**src/rtl/axilite_pkg.sv**
```systemverilog
`default_nettype none
// +--------------------------------------------------------------------+
// | axilite_pkg : shared AXI4-Lite write-path types and helpers        |
// | Revision    : 1.0                                                  |
// +--------------------------------------------------------------------+
package axilite_pkg;

  localparam logic [1:0] AXI_RESP_OKAY   = 2'd0;
  localparam logic [1:0] AXI_RESP_EXOKAY = 2'd1;
  localparam logic [1:0] AXI_RESP_SLVERR = 2'd2;
  localparam logic [1:0] AXI_RESP_DECERR = 2'd3;

  typedef enum logic [2:0] {
    IDLE    = 3'd0,
    WAIT_W  = 3'd1,
    WAIT_AW = 3'd2,
    DECODE  = 3'd3,
    ISSUE   = 3'd4,
    RESP    = 3'd5
  } state_t;

  // Operands are zero-extended one bit past any supported address width so neither compare can wrap.
  function automatic logic in_window(input logic [64:0] addr,
                                     input logic [64:0] base,
                                     input logic [64:0] size);
    return (addr >= base) && ((addr - base) < size);
  endfunction

endpackage
`default_nettype wire

```
**src/rtl/axilite_skid_latch.sv**
```systemverilog
`default_nettype none
// +--------------------------------------------------------------------+
// | axilite_skid_latch : one-entry capture register for an AXI channel |
// | Revision           : 1.0                                           |
// +--------------------------------------------------------------------+
module axilite_skid_latch #(
  parameter int WIDTH = 32
) (
  input  logic             clk,
  input  logic             rst_n,
  input  logic             valid,
  input  logic             clear,
  input  logic [WIDTH-1:0] din,
  output logic             ready,
  output logic [WIDTH-1:0] dout
);

  always_ff @(posedge clk or negedge rst_n) begin
    if (!rst_n) begin
      ready <= 1'b1;
      dout  <= '0;
    end else if (valid && ready) begin
      dout  <= din;
      ready <= 1'b0;
    end else if (clear) begin
      ready <= 1'b1;
    end
  end

endmodule
`default_nettype wire

```
**src/rtl/axilite_csr_write_ctrl.sv**
```systemverilog
`default_nettype none
// +--------------------------------------------------------------------+
// | axilite_csr_write_ctrl : AXI4-Lite write joiner and CSR sequencer  |
// | Revision               : 1.0                                       |
// +--------------------------------------------------------------------+
module axilite_csr_write_ctrl
  import axilite_pkg::*;
#(
  parameter int                  ADDR_SIZE    = 32,
  parameter int                  DATA_WIDTH   = 32,
  parameter logic [ADDR_SIZE-1:0] BASE_ADDR   = '0,
  parameter int unsigned         WINDOW_BYTES = 16,
  parameter int unsigned         TIMEOUT      = 15,
  parameter logic [1:0]          RESP_OKAY    = AXI_RESP_OKAY,
  parameter logic [1:0]          RESP_SLVERR  = AXI_RESP_SLVERR,
  parameter logic [1:0]          RESP_DECERR  = AXI_RESP_DECERR
) (
  input  logic                    clk,
  input  logic                    rst_n,
  input  logic [ADDR_SIZE-1:0]    awaddr,
  input  logic                    awvalid,
  output logic                    awready,
  input  logic [DATA_WIDTH-1:0]   wdata,
  input  logic [DATA_WIDTH/8-1:0] wstrb,
  input  logic                    wvalid,
  output logic                    wready,
  output logic [1:0]              bresp,
  output logic                    bvalid,
  input  logic                    bready,
  output logic [ADDR_SIZE-1:0]    dp_addr,
  output logic                    dp_addr_good,
  output logic                    dp_wvalid,
  output logic [DATA_WIDTH-1:0]   dp_wdata,
  output logic [DATA_WIDTH/8-1:0] dp_wstrobe,
  input  logic [1:0]              dp_resp,
  input  logic                    dp_resp_valid
);

  localparam int STRB_W = DATA_WIDTH / 8;
  localparam int CNT_W  = (TIMEOUT > 0) ? $clog2(TIMEOUT + 1) : 1;

  state_t                     state, state_next;
  logic                       aw_hs, w_hs, release_chan, addr_ok, timed_out;
  logic [ADDR_SIZE-1:0]       aw_addr_q;
  logic [DATA_WIDTH+STRB_W-1:0] w_q;
  logic [CNT_W-1:0]           cnt, cnt_next;
  logic [CNT_W:0]             cnt_inc;

  logic                       bvalid_next, dp_addr_good_next, dp_wvalid_next;
  logic [1:0]                 bresp_next;
  logic [ADDR_SIZE-1:0]       dp_addr_next;
  logic [DATA_WIDTH-1:0]      dp_wdata_next;
  logic [STRB_W-1:0]          dp_wstrobe_next;

  assign aw_hs = awvalid && awready;
  assign w_hs  = wvalid && wready;

  axilite_skid_latch #(.WIDTH(ADDR_SIZE)) u_aw_latch (
    .clk   (clk),
    .rst_n (rst_n),
    .valid (awvalid),
    .clear (release_chan),
    .din   (awaddr),
    .ready (awready),
    .dout  (aw_addr_q)
  );

  axilite_skid_latch #(.WIDTH(DATA_WIDTH + STRB_W)) u_w_latch (
    .clk   (clk),
    .rst_n (rst_n),
    .valid (wvalid),
    .clear (release_chan),
    .din   ({wstrb, wdata}),
    .ready (wready),
    .dout  (w_q)
  );

  assign addr_ok   = in_window(65'(aw_addr_q), 65'(BASE_ADDR), 65'(WINDOW_BYTES));
  assign cnt_inc   = {1'b0, cnt} + (CNT_W + 1)'(1);
  assign timed_out = (TIMEOUT != 0) && (cnt_inc == (CNT_W + 1)'(TIMEOUT));

  always_comb begin
    state_next        = state;
    bvalid_next       = bvalid;
    bresp_next        = bresp;
    dp_addr_next      = dp_addr;
    dp_addr_good_next = dp_addr_good;
    dp_wvalid_next    = dp_wvalid;
    dp_wdata_next     = dp_wdata;
    dp_wstrobe_next   = dp_wstrobe;
    cnt_next          = cnt;
    release_chan      = 1'b0;
    case (state)
      IDLE: begin
        if (aw_hs && w_hs) state_next = DECODE;
        else if (aw_hs)    state_next = WAIT_W;
        else if (w_hs)     state_next = WAIT_AW;
      end
      WAIT_W:  if (w_hs)  state_next = DECODE;
      WAIT_AW: if (aw_hs) state_next = DECODE;
      DECODE: begin
        if (addr_ok) begin
          state_next        = ISSUE;
          dp_addr_next      = aw_addr_q - BASE_ADDR;
          dp_addr_good_next = 1'b1;
          dp_wvalid_next    = 1'b1;
          dp_wdata_next     = w_q[DATA_WIDTH-1:0];
          dp_wstrobe_next   = w_q[DATA_WIDTH +: STRB_W];
          cnt_next          = '0;
        end else begin
          state_next  = RESP;
          bvalid_next = 1'b1;
          bresp_next  = RESP_DECERR;
        end
      end
      ISSUE: begin
        // A completion pulse in the same cycle as the timeout takes priority.
        if (dp_resp_valid) begin
          state_next        = RESP;
          bvalid_next       = 1'b1;
          bresp_next        = dp_resp;
          dp_wvalid_next    = 1'b0;
          dp_addr_good_next = 1'b0;
        end else if (timed_out) begin
          state_next        = RESP;
          bvalid_next       = 1'b1;
          bresp_next        = RESP_SLVERR;
          dp_wvalid_next    = 1'b0;
          dp_addr_good_next = 1'b0;
          dp_addr_next      = '0;
          dp_wdata_next     = '0;
          dp_wstrobe_next   = '0;
        end else begin
          cnt_next = cnt_inc[CNT_W-1:0];
        end
      end
      RESP: begin
        if (bready) begin
          state_next   = IDLE;
          bvalid_next  = 1'b0;
          release_chan = 1'b1;
        end
      end
      default: state_next = IDLE;
    endcase
  end

  always_ff @(posedge clk or negedge rst_n) begin
    if (!rst_n) begin
      state        <= IDLE;
      bvalid       <= 1'b0;
      bresp        <= RESP_OKAY;
      dp_addr      <= '0;
      dp_addr_good <= 1'b0;
      dp_wvalid    <= 1'b0;
      dp_wdata     <= '0;
      dp_wstrobe   <= '0;
      cnt          <= '0;
    end else begin
      state        <= state_next;
      bvalid       <= bvalid_next;
      bresp        <= bresp_next;
      dp_addr      <= dp_addr_next;
      dp_addr_good <= dp_addr_good_next;
      dp_wvalid    <= dp_wvalid_next;
      dp_wdata     <= dp_wdata_next;
      dp_wstrobe   <= dp_wstrobe_next;
      cnt          <= cnt_next;
    end
  end

endmodule
`default_nettype wire

```
**config.mk**
```make
export PLATFORM = sky130hd
export DESIGN_NAME = axilite_csr_write_ctrl
export DESIGN_NICKNAME = d
export VERILOG_FILES = /design/src/rtl/axilite_pkg.sv /design/src/rtl/axilite_skid_latch.sv /design/src/rtl/axilite_csr_write_ctrl.sv
export SDC_FILE = /design/constraint.sdc
export NUM_CORES = 1
export LEC_CHECK = 0
export CAP_MARGIN = 20
export CORE_ASPECT_RATIO = 2
export CORE_MARGIN = 5
export CORE_UTILIZATION = 54
export CTS_BUF_LIST = sky130_fd_sc_hd__clkbuf_4 sky130_fd_sc_hd__clkbuf_8
export DETAILED_ROUTE_END_ITERATION = 16
export GPL_ROUTABILITY_DRIVEN = 0
export PLACE_DENSITY = 0.88
export SETUP_SLACK_MARGIN = 0.2
export SLEW_MARGIN = 0
export SYNTH_ARGS = -nofsm -noshare
export SYNTH_HDL_FRONTEND = slang
export SYNTH_SLANG_ARGS = --single-unit
```
**constraint.sdc**
```tcl
create_clock -name clk -period 3.9 [get_ports clk]
set_clock_uncertainty 0.15 [all_clocks]
set_input_delay 0.78 -clock clk [delete_from_list [all_inputs] [get_ports clk]]
set_output_delay 0.78 -clock clk [all_outputs]
set_load 0.005 [all_outputs]
```
==> results of run 1 <==
## per-layer routing
| metal | track usage | vias to the layer above |
|---|---|---|
| li1 | - | 1697 |
| met1 | 0.265 | 1966 |
| met2 | 0.389 | 161 |
| met3 | 0.0675 | 25 |
| met4 | 0.103 | 0 |
| met5 | 0 | - |
## worst max-delay path, delay by kind of cell (launching register included)
family | cells | cell delay, ps
and+or+nand+nor | 3 | 1050
buffers and inverters | 1 | 490
AOI/OAI and AO/OA | 2 | 460
DFF | 1 | 400
## metrics by stage
stage	utilization	cells	power (W)
floorplan	-	381	0.00269
global placement	0.715	652	0.00293
detailed placement	0.715	652	0.00303
CTS	0.755	684	0.00424
global route	0.759	687	0.00442
finish	0.759	687	0.00420
## placed cells by master (no fill, tap or decap), types with 5 or more instances in the layout
cell	count
clkdlybuf4s50_1	149
dfrtp_1	147
mux2_2	69
a22o_1	42
and2_1	29
clkbuf_8	17
nand2_1	8
buf_4	7
a21oi_1	6
nor4_1	6
clkinv_4	6
nor2_1	5
o21ai_0	5
## path summary, 6_finish.rpt
kind	start	to	cells past startpoint	slack, ps
min	dp_addr[29]$_DFFE_PN0P_	dp_addr[29]$_DFFE_PN0P_	1	340
min in group asynchronous	rst_n	dp_addr[11]$_DFFE_PN0P_	2	550
max	u_aw_latch.dout[18]$_DFFE_PN0P_	cnt[3]$_DFFE_PN0P_	6	1220
max reg2reg	u_aw_latch.dout[18]$_DFFE_PN0P_	cnt[3]$_DFFE_PN0P_	6	1220
max in group asynchronous	rst_n	u_w_latch.dout[29]$_DFFE_PN0P_	4	2030
min reg2reg	dp_addr[29]$_DFFE_PN0P_	dp_addr[29]$_DFFE_PN0P_	1	340
## power breakdown
group / leakage (nW) / switching (W) / internal (W)
clock: 0.203 / 0.000605 / 0.000585
combinational: 1.33 / 0.000330 / 0.000490
sequential: 1.94 / 0.000253 / 0.00193
## state kept, by name, indices dropped and copies added (netlist names)
| signal | cells |
|---|---|
| u_w_latch.dout | 36 |
| dp_addr | 32 |
| dp_wdata | 32 |
| u_aw_latch.dout | 32 |
| cnt | 4 |
| dp_wstrobe | 4 |
| state | 3 |
| bresp | 2 |
| bvalid | 1 |
| dp_wvalid | 1 |
| u_aw_latch.ready | 1 |
| u_w_latch.ready | 1 |
## layout make-up
cell class                      instances  area (um^2)  area share
Multi-Input combinational cell        207         1790       0.232
Tap cell                              135          169      0.0219
Inverter                                4         15.0     0.00195
Clock inverter                         15          171      0.0222
Clock buffer                           17          234      0.0304
Timing Repair Buffer                  159         1590       0.207
Antenna cell                            1         2.50    0.000325
Sequential cell                       149         3730       0.484
## kinds of logic (layout without fill, tap and decap cells)
kind of cell / Yosys count / count (layout) / share of synthesized area
compound gates: 68 / 68 / 0.0966
fa+ha+maj: 2 / 2 / 0.00445
buf+inv: 25 / 195 / 0.0207
flops: 149 / 149 / 0.664
mux: 73 / 73 / 0.145
other cells: 0 / 1 / 0
simple gates: 64 / 64 / 0.0690
==> impl_results.md, run 1 <==
- Run status: complete, no violations
- 1st-pass router iterations: 5
- Filler Cells Inserted: 668
- Wl on met1: 4970 um
- Met3 wire length: 822 um
- Slew HR: 0.622
- Cell Area, Synth: 5620 um^2
- Cells along the critical path: nor4_1 > nand4_1 > nor4_4 > buf_4 > o2bb2ai_1 > a22o_1
- Via total after detailed routing: 3849
- First-pass GRT wire length: 21900 um
- Number of antenna violations at the first check in global routing: 1
- Tmin final: 2680 ps
- Pwr/cell area: ~540 nW/um^2
- Critical Path AT: 2850 ps
- DR iter-0 viols: 104
- Clk_lat worst skew: 430 ps
- Clk sinks: around 150
- Final Instance Area: 7700 um^2
- Seq/Total Area, Yosys: 0.664
- Placed instance area: 7260 um^2
- Post-synth top area share: 0.654
- Starting Density: 0.554
- Worst-case hold slack: 336 ps
- # resized after CTS: 0
- Core box area: 10100 um^2
- Area Overhead vs Synth: 37.1%
- Die width: 82.1 um
- H-tree depth: 4
- Post-synth EDFFs: 0
- Die ar.: 12700 um^2
- Hold_buf cts: 0
- Synth Register Bits: 149
- Fin. max-slew vios: 0
- Critical path type: reg -> reg
- Largest net degree at the start of global routing: 115
- Fin crit share: 0.688
- Crit end category: flop
- Routed length per instance: 19.9 um
- Asr flop ratio synth: 1.00
- Detailed placement HPWL: 9780 um
- DRC Markers: 0
- Vias per cell: 5.60
- Slowest CP cell: buf_4
- Post-synth top flop: dfrtp_1
- Setup TNS: 0 ps
- Startpoint types: flop
- Final WL: 13700 um
- I/O Buffers: 150
- Type of the tightest min-delay check: reg -> reg
- Most common cell in the netlist: dfrtp_1
- Peak VDD IR: 0.000492 V
- Ratio of cells with drive above 1 in the final layout: 0.212
- Max Clock Freq: 0.373 GHz
- Maximum buffer depth of the clock tree: 2
- Worst Max-Slew Pin Slew: 568 ps
- Syn_nets: roughly 460
- Synth cell count leaders: dfrtp_1, mux2_2, a22o_1
- Final hold violations: 0
- CP required: 4070 ps
- Vias in the first global route: 4259
- I/O Pins: 151
- GRT Residual Overflow: 0
- Critical Path Max Stage Delay: 490 ps
- Distinct cells, synth: 37
- CTS buffer count: 17
- Cells after Synth: roughly 380
- Die Ht: 154 um
- Reg clk slew, reported paths: ~90 ps
- Number of core rows: 52
- Ys Warns: 0
- Dpl ws: 1110 ps
- GRT Overall Usage: 0.231
- Highest routed layer: met4
- Final setup vio count: 0
- CTS root buf: clkbuf_8
- Post-CTS setup buffers: 0
- Antenna viol nets, final: 0
- Mean Syn Cell Area: around 15 um^2
- Setup WS post-layout: 1220 ps
- Worst-path fanout max: 43
- Synth top area cells: dfrtp_1, mux2_2, a22o_1, and2_1, dfstp_2
- Met2 wire length: 7500 um
- CTS tree: done
- # nets final: 616
- RSZ-0062 raised after global routing: false
- Cell taking the most area after synthesis: dfrtp_1
- Leak: 3.48 nW
- Number of max-cap violations: 0
Power figures use the tool's default switching activity.
==> inputs of run 2 (changes only) <==
--- a/config.mk
+++ b/config.mk
@@ -8,11 +8,11 @@
 export CAP_MARGIN = 20
 export CORE_ASPECT_RATIO = 2
 export CORE_MARGIN = 5
-export CORE_UTILIZATION = 54
+export CORE_UTILIZATION = 50
 export CTS_BUF_LIST = sky130_fd_sc_hd__clkbuf_4 sky130_fd_sc_hd__clkbuf_8
 export DETAILED_ROUTE_END_ITERATION = 16
 export GPL_ROUTABILITY_DRIVEN = 0
-export PLACE_DENSITY = 0.88
+export PLACE_DENSITY = 0.82
 export SETUP_SLACK_MARGIN = 0.2
 export SLEW_MARGIN = 0
 export SYNTH_ARGS = -nofsm -noshare
==> constraint.sdc (replaced) <==
create_clock -name clk -period 2.5 [get_ports clk]
set_clock_uncertainty 0.15 [all_clocks]
set_input_delay 0.5 -clock clk [delete_from_list [all_inputs] [get_ports clk]]
set_output_delay 0.5 -clock clk [all_outputs]
set_load 0.005 [all_outputs]
==> run 2 against run 1 <==
  * Final area up 3.2%
  * Routed wire length decreased by 0.21%
  * Die area grew 7.2%
  * Combinational power up 60%
  * Maximum frequency rose by 19%
  * Critical path depth stayed put
==> impl_results.md, run 2 (synthesis results as in run 1) <==
- RSZ-0062 raised after global routing: true
- Startpoint types: flop
- I/O Buffers: 150 (unchanged)
- Ratio of cells with drive above 1 in the final layout: 0.227 (+0.0149)
- Cells along the critical path: or4_4 > nor4_4 > buf_4 > o22ai_4 > clkbuf_16 > and2_1
- Filler Cells Inserted: 749 (+12%)
- Worst-path fanout max: 34 (-21%)
- Clk sinks: 149 (unchanged)
- Pwr/cell area: 895 nW/um^2 (+64%)
- Reg2Reg Depth: 6 (unchanged)
- DR iter-0 viols: 128 (+23%)
- Slowest CP cell: or4_4
- First-pass GRT wire length: 21700 um (-0.82%)
- Detailed placement HPWL: 9310 um (-4.8%)
- Gr busiest metal: met2
- Reg clk slew, reported paths: 90 ps (about the same)
- I/O Pins: 151 (unchanged)
- Largest reg by FF count: u_w_latch.dout
- CP required: 2680 ps (-1390 ps)
- GRT Residual Overflow: 0 (unchanged)
- Most frequent cells in the layout: clkdlybuf4s50_1, dfrtp_1, mux2_2, a22o_1, and2_1
- Vias per cell: 5.36 (-4.3%)
- Leak: 3.61 nW (+3.8%)
- Commonest non-fill, non-tap cell in the layout: clkdlybuf4s50_1
- Critical Path AT: 2440 ps (-410 ps)
- CTS buffer count: 17 (unchanged)
- Number of antenna violations at the first check in global routing: 0 (-1)
- Number of max-cap violations: 0 (unchanged)
- GRT met1 Usage: 0.241 (-0.0244)
- # nets final: 624 (+1.3%)
- GRT Overall Usage: 0.204 (-0.0266)
- CTS tree: done
- Worst hold stages: 1 (unchanged)
- Die width: 85.0 um (+3.4%)
- Slew HR: 0.602 (-0.0200)
- Reg power frac: 0.479 (-0.042)
- Gate power share: 0.183 (-0.012)
- Setup TNS: 0 ps (unchanged)
- Die Ht: 160 um (+3.7%)
- Routed length per instance: 19.5 um (-1.9%)
- DRC Markers: 0 (unchanged)
- Maximum buffer depth of the clock tree: 2 (unchanged)
- Fin crit share: 0.904 (+0.216)
- Final Instance Area: 7960 um^2 (+3.2%)
- Core box area: 10900 um^2 (+7.8%)
- HP Start: bresp[0]$_DFFE_PN0P_
- Largest net degree at the start of global routing: 69 (-40%)
- 1st-pass router iterations: 4 (-1)
- Hold Path End: bresp[0]$_DFFE_PN0P_
- Final hold violations: 0 (unchanged)
- Placed instance area: 7360 um^2 (+1.4%)
- Fin. max-slew vios: 0 (unchanged)
- Critical Path Max Stage Delay: 570 ps (+80 ps)
- Peak VDD IR: 0.000514 V (+4.5%)
- Type of the tightest min-delay check: reg -> reg
- Antenna viol nets, final: 0 (unchanged)
- Power share of the clock group: 0.337 (+0.053)
- Tmin final: 2260 ps (-423 ps)
- Sw power: 0.00178 W (+50%)
- Area Overhead vs Synth: 41.5%
- Die ar.: 13600 um^2 (+7.2%)
- Final WL: 13600 um (-0.21%)
- H-tree depth: 4 (unchanged)
- Worst R2R End: dp_addr[6]$_DFFE_PN0P_
- Clk_lat worst skew: 430 ps (about the same)
- CTS root buf: clkbuf_8
- Vias in the first global route: 4134 (-2.9%)
- Reg-to-reg setup timing slack: 240 ps (-980 ps)
- Antenna cell count: 0 (-1)
- Via total after detailed routing: 3749 (-2.6%)
- R2R Path Start: u_aw_latch.dout[29]$_DFFE_PN0P_
- Final setup vio count: 0 (unchanged)
- Switching share of total power: 0.250 (-0.0327)
- Crit end category: flop
- Max FFs per register: 36 (unchanged)
- Run status: complete, no violations
- Starting Density: 0.513 (-0.0403)
- Number of core rows: 54 (+3.8%)
- Met2 Usage GRT: 0.352 (-0.0371)
- Internal: 0.00534 W (+77%)
- Met3 Resource Use GR: 0.0552 (-0.0123)
- Max Clock Freq: 0.442 GHz (+19%)
- Critical path type: reg -> reg
- Worst Max-Slew Pin Slew: 598 ps (+30.0 ps)
- Final core occ: 0.727 (-0.0323)
run 2: cell count changes in the layout (fill, tap and decap cells not counted), sizes merged:
| cell | previous run | this run |
|---|---|---|
| buf | 9 | 16 |
| bufinv | 2 | 8 |
| inv | 9 | 5 |
| clkbuf | 17 | 20 |
| clkinv | 7 | 4 |
| clkinvlp | 1 | 0 |
| diode | 1 | 0 |
run 2: stage by stage:
| stage | power [W] | worst slack, ps | hold WS, ps | std cells |
|---|---|---|---|---|
| after global routing | 0.00749 | 181 | 349 | 699 |
| after detailed placement | 0.00472 | 70.0 | 317 | 663 |
| after CTS | 0.00716 | 225 | 337 | 698 |
| after floorplan | 0.00420 | 320 | 54.4 | 381 |
| after global placement | 0.00459 | 185 | 316 | 663 |
| final | 0.00712 | 240 | 330 | 699 |
run 2: routing by layer:
metal | vias to the layer above | wire, um
li1 | 1705 | -
met1 | 1926 | 4990
met2 | 100 | 7760
met3 | 18 | 647
met4 | 0 | 243
met5 | - | 0
run 2: critical path, delay by kind of cell, from the launching register on:
kind            cells  cell delay (ps)
simple gates        3             1070
compound gates      1              110
buf+inv             2              420
flops               1              400
run 2: what timing repair did:
| action | 4_1_cts | 5_1_grt |
|---|---|---|
| gates resized for setup | 2 | 1 |
| endpoints found under the hold margin | 59 | 0 |
| hold buffers | 1 | 0 |
| pin swaps | 2 | 2 |
| setup buffers | 2 | 0 |
| gates cloned | 0 | 1 |
| setup endpoints to repair | 71 | 69 |
run 2: worst max-delay path by stage:
stage	end	slack, ps	cells after the start	start
floorplan	dp_addr[0]$_DFFE_PN0P_	320	7	u_aw_latch.dout[16]$_DFFE_PN0P_
global route	dp_wdata[29]$_DFFE_PN0P_	180	6	u_aw_latch.dout[28]$_DFFE_PN0P_
global placement	dp_wdata[11]$_DFFE_PN0P_	190	6	u_aw_latch.dout[19]$_DFFE_PN0P_
finish	dp_addr[6]$_DFFE_PN0P_	240	6	u_aw_latch.dout[29]$_DFFE_PN0P_
CTS	dp_wdata[6]$_DFFE_PN0P_	220	7	u_aw_latch.dout[19]$_DFFE_PN0P_
detailed placement	dp_wdata[20]$_DFFE_PN0P_	70	6	u_aw_latch.dout[19]$_DFFE_PN0P_
run 2: final cells by class:
type | count | area, um^2 | area share
clock buffers | 19 | 249 | 0.0313
clock inverters | 13 | 277 | 0.0348
inverters | 4 | 15.0 | 0.00189
multi-input cells | 207 | 1810 | 0.227
flip-flops and latches | 149 | 3730 | 0.469
well taps | 140 | 175 | 0.0220
repair buffers | 167 | 1700 | 0.214
run 2: power groups by stage:
stage / combinational [W] / clock, W / sequential (W)
floorplan: 0.000905 / 0 / 0.00330
global placement: 0.00122 / 0 / 0.00338
detailed placement: 0.00129 / 0 / 0.00343
CTS: 0.00131 / 0.00245 / 0.00340
global route: 0.00145 / 0.00256 / 0.00348
finish: 0.00131 / 0.00240 / 0.00341
==> inputs of run 3 (changes only) <==
--- a/config.mk
+++ b/config.mk
@@ -8,11 +8,11 @@
 export CAP_MARGIN = 20
 export CORE_ASPECT_RATIO = 2
 export CORE_MARGIN = 5
-export CORE_UTILIZATION = 50
+export CORE_UTILIZATION = 54
 export CTS_BUF_LIST = sky130_fd_sc_hd__clkbuf_4 sky130_fd_sc_hd__clkbuf_8
 export DETAILED_ROUTE_END_ITERATION = 16
 export GPL_ROUTABILITY_DRIVEN = 0
-export PLACE_DENSITY = 0.82
+export PLACE_DENSITY = 0.88
 export SETUP_SLACK_MARGIN = 0.2
 export SLEW_MARGIN = 0
 export SYNTH_ARGS = -nofsm -noshare
==> constraint.sdc (replaced) <==
create_clock -name clk -period 2.85 [get_ports clk]
set_clock_uncertainty 0.15 [all_clocks]
set_input_delay 0.57 -clock clk [delete_from_list [all_inputs] [get_ports clk]]
set_output_delay 0.57 -clock clk [all_outputs]
set_load 0.005 [all_outputs]
==> run 3 against run 2 <==
  * Sequential power decreased by 13%
  * Hold slack improved by 8.8 ps
  * Total power decreased by 20%
  * Global-route usage increased by 2.6 points
  * Count of clock-buffer cells in the layout is the same
  * Clock power decreased by 32%
==> impl_results.md, run 3 (synthesis results as in run 1) <==
- Run status: complete, no violations
- Fin crit share: 0.866 (-0.0384)
- Final hold violations: 0 (unchanged)
- Largest reg by FF count: u_w_latch.dout
- FF+latch area: 3730 um^2 (unchanged)
- Critical path buffers and inverters: 1 (-1)
- H-tree depth: 4 (unchanged)
- Worst Max-Slew Pin Slew: 547 ps (-50.4 ps)
- Core box area: 10100 um^2 (-7.3%)
- RSZ-0062 raised after global routing: false
- Dpl ws: 377 ps (+307 ps)
- GRT Overall Usage: 0.231 (+0.0262)
- Starting Density: 0.554 (+0.0403)
- Startpoint types: flop
- I/O Buffers: 150 (unchanged)
- Worst R2R End: dp_wdata[14]$_DFFE_PN0P_
- Reg2Reg Depth: 5 (-1)
- Routed length per instance: 19.6 um (+0.44%)
- HP Start: dp_addr[16]$_DFFE_PN0P_
- Slew HR: 0.635 (+0.0336)
- Final Instance Area: 7700 um^2 (-3.1%)
- # resized after CTS: 0 (-2)
- Peak VDD IR: 0.000540 V (+5.1%)
- Largest net degree at the start of global routing: 61 (-12%)
- Fin. max-slew vios: 0 (unchanged)
- Type of the tightest min-delay check: reg -> reg
- Number of antenna violations at the first check in global routing: 0 (unchanged)
- Final WL: 13500 um (-1.1%)
- Antenna cell count: 0 (unchanged)
- Crit end category: flop
- CTS root buf: clkbuf_8
- CP required: 3060 ps (+380 ps)
- R2R Path Start: u_aw_latch.dout[24]$_DFFE_PN0P_
- Area Overhead vs Synth: 37.1%
- Worst hold stages: 1 (unchanged)
- Most frequent cells in the layout: clkdlybuf4s50_1, dfrtp_1, mux2_2, a22o_1, and2_1
- Max FFs per register: 36 (unchanged)
- Area taken by multi-input logic gates: 1790 um^2 (-1.0%)
- Crit. Startpoint: u_aw_latch.dout[24]$_DFFE_PN0P_
- Antenna viol nets, final: 0 (unchanged)
- I/O Pins: 151 (unchanged)
- Clk_lat worst skew: 430 ps (about the same)
- Setup WS post-layout: 383 ps (+143 ps)
- DR iter-0 viols: 196 (+53%)
- Ratio of cells with drive above 1 in the final layout: 0.215 (-0.0120)
- # nets final: 618 (-0.96%)
- Commonest non-fill, non-tap cell in the layout: clkdlybuf4s50_1
- Worst-path fanout max: 33 (-2.9%)
- Post-CTS setup buffers: 0 (-2)
- Detailed placement HPWL: 9880 um (+6.0%)
- Crit path max-delay family: simple AND/OR/NAND/NOR gates
- Reg clk slew, reported paths: 80 ps (about the same)
- Die ar.: 12700 um^2 (-6.8%)
- Tmin final: 2470 ps (+207 ps)
- 1st-pass router iterations: 5 (+1)
- Cells along the critical path: nor4_1 > nand4_1 > nor4_4 > buf_4 > a22o_1
- Die width: 82.1 um (-3.3%)
- CTS tree: done
- Via total after detailed routing: 3732 (-0.45%)
- Critical path type: reg -> reg
- Setup TNS: 0 ps (unchanged)
- Pwr/cell area: 743 nW/um^2 (-17%)
- Maximum buffer depth of the clock tree: 2 (unchanged)
- DRC Markers: 0 (unchanged)
- Critical Path AT: 2680 ps (+240 ps)
- Clk sinks: 149 (unchanged)
- Die Ht: 154 um (-3.5%)
- First-pass GRT wire length: 21700 um (+0.16%)
- Number of core rows: 52 (-3.7%)
- Placed instance area: 7290 um^2 (-0.90%)
- Hold_buf cts: 1 (unchanged)
- Reg-to-reg setup timing slack: 380 ps (+140 ps)
- Number of max-cap violations: 0 (unchanged)
- Vias per cell: 5.42 (+1.1%)
- Hold Path End: dp_addr[16]$_DFFE_PN0P_
- Vias in the first global route: 4157 (+0.56%)
- Max Clock Freq: 0.405 GHz (-8.4%)
- Filler Cells Inserted: 663 (-11%)
- Critical Path Max Stage Delay: 490 ps (-80 ps)
- GRT Residual Overflow: 0 (unchanged)
- CTS buffer count: 17 (unchanged)
- Final setup vio count: 0 (unchanged)
- Slowest CP cell: nor4_4
- Leak: 3.46 nW (-4.0%)
-- run 3: worst max-delay path by stage --
stage	end	slack, ps	cells after the start
floorplan	dp_addr[0]$_DFFE_PN0P_	670	7
global placement	bresp[1]$_DFFE_PN0P_	420	5
detailed placement	bresp[1]$_DFFE_PN0P_	380	5
CTS	dp_wdata[14]$_DFFE_PN0P_	370	5
global route	dp_wdata[14]$_DFFE_PN0P_	210	5
finish	dp_wdata[14]$_DFFE_PN0P_	380	5
-- run 3: power breakdown --
part | internal, W | total [W] | switching (W)
logic | 0.000674 | 0.00112 | 0.000449
clock network | 0.000809 | 0.00162 | 0.000808
registers | 0.00265 | 0.00298 | 0.000335
-- run 3: stage by stage --
stage	utilization	total power (W)	std cells	hold WS [ps]
2_1_floorplan	-	0.00369	381	124
3_3_place_gp	0.719	0.00403	655	314
3_5_place_dp	0.719	0.00415	655	320
4_1_cts	0.759	0.00577	688	343
5_1_grt	0.759	0.00603	688	358
6_report	0.759	0.00572	688	338
-- run 3: per-layer routing --
layer / GRT usage / wire length, um / vias up
met5: 0 / 0 / -
met4: 0.0840 / 363 / 0
met3: 0.0669 / 746 / 25
met2: 0.398 / 7420 / 131
met1: 0.265 / 4950 / 1878
li1: - / - / 1698
-- run 3: worst register-to-register path: stages (launching register included) --
cell	delay, ps
dfrtp_1	380
nor4_1	440
nand4_1	280
nor4_4	490
buf_4	440
a22o_1	220
-- run 3: layout make-up --
cell class                      instances  area share
Timing Repair Buffer                  161       0.208
Clock buffer                           19      0.0323
Multi-Input combinational cell        207       0.232
Inverter                                4     0.00195
Sequential cell                       149       0.484
Tap cell                              135      0.0219
Clock inverter                         13      0.0196
